$ cat src/rtl/instr_fetch_unit.sv
// Fetch stage ahead of Main_Decoder: owns the PC, fetches one instruction word at a time
// over a req/rvalid handshake and holds it until the core acknowledges execution.
module instr_fetch_unit #(
    parameter logic [31:0] RESET_PC  = 32'h0000_0000,
    parameter logic [31:0] NOP_INSTR = 32'h0000_0013
) (
    input  logic        clk,
    input  logic        reset,
    output logic        imem_req,
    output logic [31:0] imem_addr,
    input  logic        imem_rvalid,
    input  logic [31:0] imem_rdata,
    output logic        instr_valid,
    output logic [31:0] instr,
    output logic [6:0]  op,
    output logic [31:0] pc,
    output logic [31:0] pc_plus4,
    input  logic        instr_ack,
    input  logic        PCSrc,
    input  logic [31:0] PCTarget,
    output logic        fetch_err
);

    typedef enum logic [2:0] {
        StBoot,
        StReq,
        StWait,
        StHold,
        StErr
    } state_e;

    state_e      state_q, state_d;
    logic [31:0] pc_q, pc_d;
    logic [31:0] instr_q, instr_d;
    logic [31:0] pc_inc;
    logic [31:0] target;
    logic        ack_taken;
    logic        rsp_taken;
    logic        target_misaligned;

    assign pc_inc            = pc_q + 32'd4;
    assign target            = PCSrc ? PCTarget : pc_inc;
    assign ack_taken         = (state_q == StHold) && instr_ack;
    assign rsp_taken         = (state_q == StWait) && imem_rvalid;
    // Sequential pc+4 from an aligned pc can never be misaligned.
    assign target_misaligned = PCSrc && (PCTarget[1:0] != 2'b00);

    always_ff @(posedge clk) begin
        if (reset) begin
            state_q <= StBoot;
            pc_q    <= RESET_PC;
            instr_q <= NOP_INSTR;
        end else begin
            state_q <= state_d;
            pc_q    <= pc_d;
            instr_q <= instr_d;
        end
    end

    always_comb begin
        state_d = state_q;
        unique case (state_q)
            StBoot: state_d = StReq;
            StReq:  state_d = StWait;
            StWait: if (imem_rvalid) state_d = StHold;
            StHold: begin
                if (instr_ack) state_d = target_misaligned ? StErr : StReq;
            end
            StErr:  state_d = StErr;
            default: state_d = StBoot;
        endcase
    end

    always_comb begin
        pc_d    = pc_q;
        instr_d = instr_q;
        if (rsp_taken) begin
            instr_d = imem_rdata;
        end
        if (ack_taken) begin
            pc_d    = target;
            instr_d = NOP_INSTR;
        end
    end

    always_comb begin
        imem_req    = (state_q == StReq);
        instr_valid = (state_q == StHold);
        fetch_err   = (state_q == StErr);
        imem_addr   = pc_q;
        pc          = pc_q;
        pc_plus4    = pc_inc;
        instr       = instr_q;
        op          = instr_q[6:0];
    end

endmodule

$ cat config.mk
export PLATFORM = sky130hd
export DESIGN_NAME = instr_fetch_unit
export DESIGN_NICKNAME = d
export VERILOG_FILES = /design/src/rtl/instr_fetch_unit.sv
export SDC_FILE = /design/constraint.sdc
export NUM_CORES = 1
export LEC_CHECK = 0
export CELL_PAD_IN_SITES_DETAIL_PLACEMENT = 1
export CELL_PAD_IN_SITES_GLOBAL_PLACEMENT = 1
export CORE_ASPECT_RATIO = 0.5
export CORE_UTILIZATION = 25
export DETAILED_ROUTE_END_ITERATION = 12
export PLACE_DENSITY_LB_ADDON = 0.1
export SLEW_MARGIN = 20
export SYNTH_ARGS = -nofsm -noshare
export SYNTH_HDL_FRONTEND = slang
export SYNTH_SLANG_ARGS = --single-unit
$ cat constraint.sdc
create_clock -name clk -period 2 [get_ports clk]
set_input_delay 0.3 -clock clk [delete_from_list [all_inputs] [get_ports clk]]
set_output_delay 0.3 -clock clk [all_outputs]
set_load 0.01 [all_outputs]
==> flow_metrics.py, run 1 <==
metrics = {
    "status": {
        "status": "finished, violations left",
        "violations": "negative setup slack",
    },
    "worst_setup_path": {
        "crit_type": "register to output pin",
        "required_ns": 1.70,
        "slowest_delay_ns": 0.37,
        "cp_slowest_cell": "dfxtp_4",
        "cp.arrival_ns": 1.90,
        "path_max_fanout": 6,
        "worst_path_most_repeated_cell": "buf_6",
        "worstSetupEndpointType": "output pin",
        "cp-start-kind": "register",
        "crit_chain": "ha_4, nand3_2, buf_8, nor4_4, buf_6, buf_6, nand4_1, xnor2_1, buf_2",
    },
    "timing": {
        "layout_setup_ws_ns": -0.201,
        "fin_tns_setup_ns": -2.89,
        "rsz0062_at_grt": "yes",
        "finalCritPeriodShare_pct": 110,
        "setup_viol": 24,
        "worst_pin_slew_ns": 0.502,
        "drv_slew": 0,
        "skew_ns": 0.00916,
        "hold_violations": 0,
        "fin_crit_ns": 2.20,
        "slew_headroom_pct": 66.5,
        "fmax_mhz": 454,
    },
    "yosys": {
        "yosysTopAreaCell": "dfxtp_1",
        "netlist_instances": 530,
        "yosysSeqAreaShare_pct": 33.2,
        "synth_top_flop_cell": "dfxtp_1",
        "syn-mean-instance-area_um2": 7.61,
        "yosysTopAreaCellShare_pct": 33.2,
        "synthesis.area_mm2": 0.00404,
        "synth_cell_types": 52,
        "synth_seq_cells": 67,
        "synth_nets": 600,
        "synth_warnings": 0,
        "async_flop_share_pct": 0,
        "synthTopCellsByArea": "dfxtp_1 (33%), nand2_1 (9.0%), buf_4 (7.6%)",
        "synth_edf_count": 0,
    },
    "power_and_ir_drop": {
        "sw_frac_of_total_pct": 27.0,
        "p_clk_share_pct": 45.3,
        "p_per_area_mw_per_mm2": 485,
        "pwr-share-comb_pct": 16.4,
        "leakage_nw": 3.21,
        "intPower_mw": 2.69,
        "seqPwrFrac_pct": 38.3,
        "irDropWorstVdd_mv": 0.451,
        "netSwitchingPower_uw": 995,
    },
    "clock_tree": {
        "htreeDepth": 3,
        "clk_pin_slew_ns": 0.06,
        "cts_root_buf": "clkbuf_16",
        "postCtsHoldBufs": 0,
        "cts_made_buffers": 9,
        "cts_tree": "built",
        "clk-insertion-delay-late_ns": 0.34,
        "cts.sinks": 67,
        "clk_path_buf_depth": 2,
    },
    "place": {
        "placedCellCount": 953,
        "gp_congestion": 0.784,
        "port_buffers": 206,
        "hpwl_um": 11700,
        "place_ws_ns": -0.286,
    },
    "detailed_routing": {
        "drt-initial-drc-count": 214,
        "via_per_inst": 4.81,
        "routed_wl_um": 16900,
        "dr.pass1.iters": 4,
        "antenna_left": 0,
        "drc": 0,
        "vias": 4824,
        "wl_per_cell_um": 16.9,
    },
    "floorplanning": {
        "initial_core_util_pct": 25.9,
        "die_h_um": 91.8,
        "fp.coreArea_mm2": 0.0156,
        "die_w_um": 182,
        "io-pin-count": 207,
        "die-area_mm2": 0.0167,
        "rows": 32,
    },
    "hold_path": {
        "hold_class": "input pin to register",
    },
    "global_routing": {
        "grt_pass1_wl_um": 26500,
        "antenna_found_initial": 0,
        "grt_pass1_vias": 4900,
        "grt-ovfl-total": 0,
        "grt_max_degree": 33,
        "grt_usage_pct": 20.3,
    },
    "layout": {
        "drive_above_1_share_pct": 30.1,
        "final_net_count": 863,
        "num_antenna_cells": 0,
        "fin_cells": 1002,
        "final_util_pct": 48.7,
        "area_delta_synth_final_pct": 88.0,
    },
    "flow_run": {
        "drv_cap": 0,
    },
}
==> cell families (layout without fill, tap and decap cells) <==
family | after synthesis | in the layout | share of synthesized area [%]
mux | 4 | 4 | 0.992
flops | 67 | 67 | 33.2
simple gates | 225 | 225 | 29.6
buf+inv | 87 | 355 | 12.1
fa+ha+maj | 1 | 1 | 0.310
xor+xnor | 28 | 28 | 6.08
compound gates | 118 | 118 | 17.7
==> state kept, by name, summed over array words and instances (netlist names) <==
signal     flops
imem_addr     32
instr         32
state_q        3
==> layout by cell type (no fill, tap or decap), types with 5 or more instances in the layout <==
| cell type | Yosys | final |
|---|---|---|
| clkdlybuf4s50_1 | 0 | 176 |
| o21ai_0 | 15 | 15 |
| nand3_4 | 1 | 6 |
| xor2_1 | 8 | 8 |
| dfxtp_1 | 67 | 51 |
| nor3_1 | 15 | 11 |
| a22oi_1 | 8 | 8 |
| buf_2 | 5 | 25 |
| dfxtp_2 | 0 | 8 |
| xnor2_2 | 0 | 11 |
| buf_6 | 0 | 20 |
| clkbuf_16 | 0 | 9 |
| nand3_1 | 26 | 17 |
| and3_1 | 8 | 8 |
| inv_1 | 8 | 8 |
| buf_12 | 0 | 8 |
| nor4_4 | 3 | 6 |
| nor2_1 | 35 | 29 |
| xnor2_1 | 20 | 8 |
| nand2_4 | 0 | 5 |
| nand4_1 | 6 | 6 |
| a21oi_1 | 57 | 57 |
| dfxtp_4 | 0 | 8 |
| nand2_1 | 97 | 90 |
| buf_4 | 41 | 98 |
| a31oi_1 | 11 | 11 |
==> layer usage <==
metal  global-route usage [%]  share of wire [%]  vias up
li1                         -                  -     2346
met2                     34.3                 47      128
met4                     4.73               0.86        0
met3                     6.43                7.5       11
met1                     25.1                 45     2339
met5                        0                  0        -
==> path summary, 6_finish.rpt <==
kind | startpoint | to | cells after the start | slack [ns]
hold reg to reg | instr[9]$_SDFFE_PP0P_ | instr[9]$_SDFFE_PP0P_ | 2 | 0.45
hold / removal | reset | imem_addr[0]$_SDFFE_PP0P_ | 2 | 0.39
setup reg to reg | imem_addr[12]$_SDFFE_PP0P_ | imem_addr[27]$_SDFFE_PP0P_ | 8 | -0.05
setup / recovery | imem_addr[2]$_SDFFE_PP0P_ | pc_plus4[24] | 9 | -0.20
==> final cells by class <==
cell class | instances | area [um^2]
clock buffer | 10 | 229
clock inverter | 6 | 72.6
fill | 1799 | 7990
inverter | 8 | 30.0
multi-input combinational | 376 | 2570
sequential | 67 | 1380
tap | 204 | 255
timing repair buffer | 331 | 3050
==> worst max-delay path: cells and delay by family (launching register included) <==
family	cells	cell delay, ns
buf+inv	4	0.57
simple gates	3	0.34
flops	1	0.37
fa+ha+maj	1	0.14
xor+xnor	1	0.15
==> metrics by stage <==
stage	area, um^2	total power [mW]	hold WS [ns]
2_1_floorplan	4050	1.69	0.424
3_3_place_gp	6660	2.04	0.441
3_5_place_dp	6660	2.05	0.449
4_1_cts	7410	3.73	0.377
5_1_grt	7590	3.84	0.402
6_report	7590	3.68	0.391
==> power groups by stage <==
stage	clock [mW]	combinational [mW]	sequential, mW
global placement	0	0.599	1.44
global route	1.77	0.657	1.41
detailed placement	0	0.607	1.44
CTS	1.71	0.606	1.41
finish	1.67	0.605	1.41
floorplan	0	0.230	1.46
==> repair_timing <==
| action | 4_1_cts | 5_1_grt |
|---|---|---|
| gates resized for setup | 184 | 30 |
| pin swaps | 38 | 21 |
| gates cloned | 0 | 0 |
| setup buffers | 29 | 7 |
| setup endpoints to repair | 30 | 31 |
==> cells in the mapped netlist, types with 2 or more instances <==
master    count
inv_1         8
mux2i_1       4
nor2_1       35
a21oi_1      57
buf_4        41
nor3_2        2
a22oi_1       8
nand2b_1      4
clkbuf_1     28
a21o_1        3
o32ai_1       2
a32o_1        3
nand2_1      97
buf_2         5
nand4_4       4
a31oi_1      11
xor2_1        8
o21ai_0      15
nor3b_1       2
nor4_4        3
and3_1        8
dfxtp_1      67
o211ai_1      4
a22o_1        4
o41ai_1       2
nor4_1        5
xnor2_1      20
nand4b_1      3
and4_1        3
o31ai_1       2
nand4_1       6
nand3_1      26
buf_1         5
or4_1         3
nor3_1       15
No activity file was read; power rests on OpenSTA's default activity.
==> run 2: changes to the inputs <==
- CAP_MARGIN: not set -> 20
==> results of run 2 <==
Same layout as run 1: the final DEF is identical, and so are final timing and power.
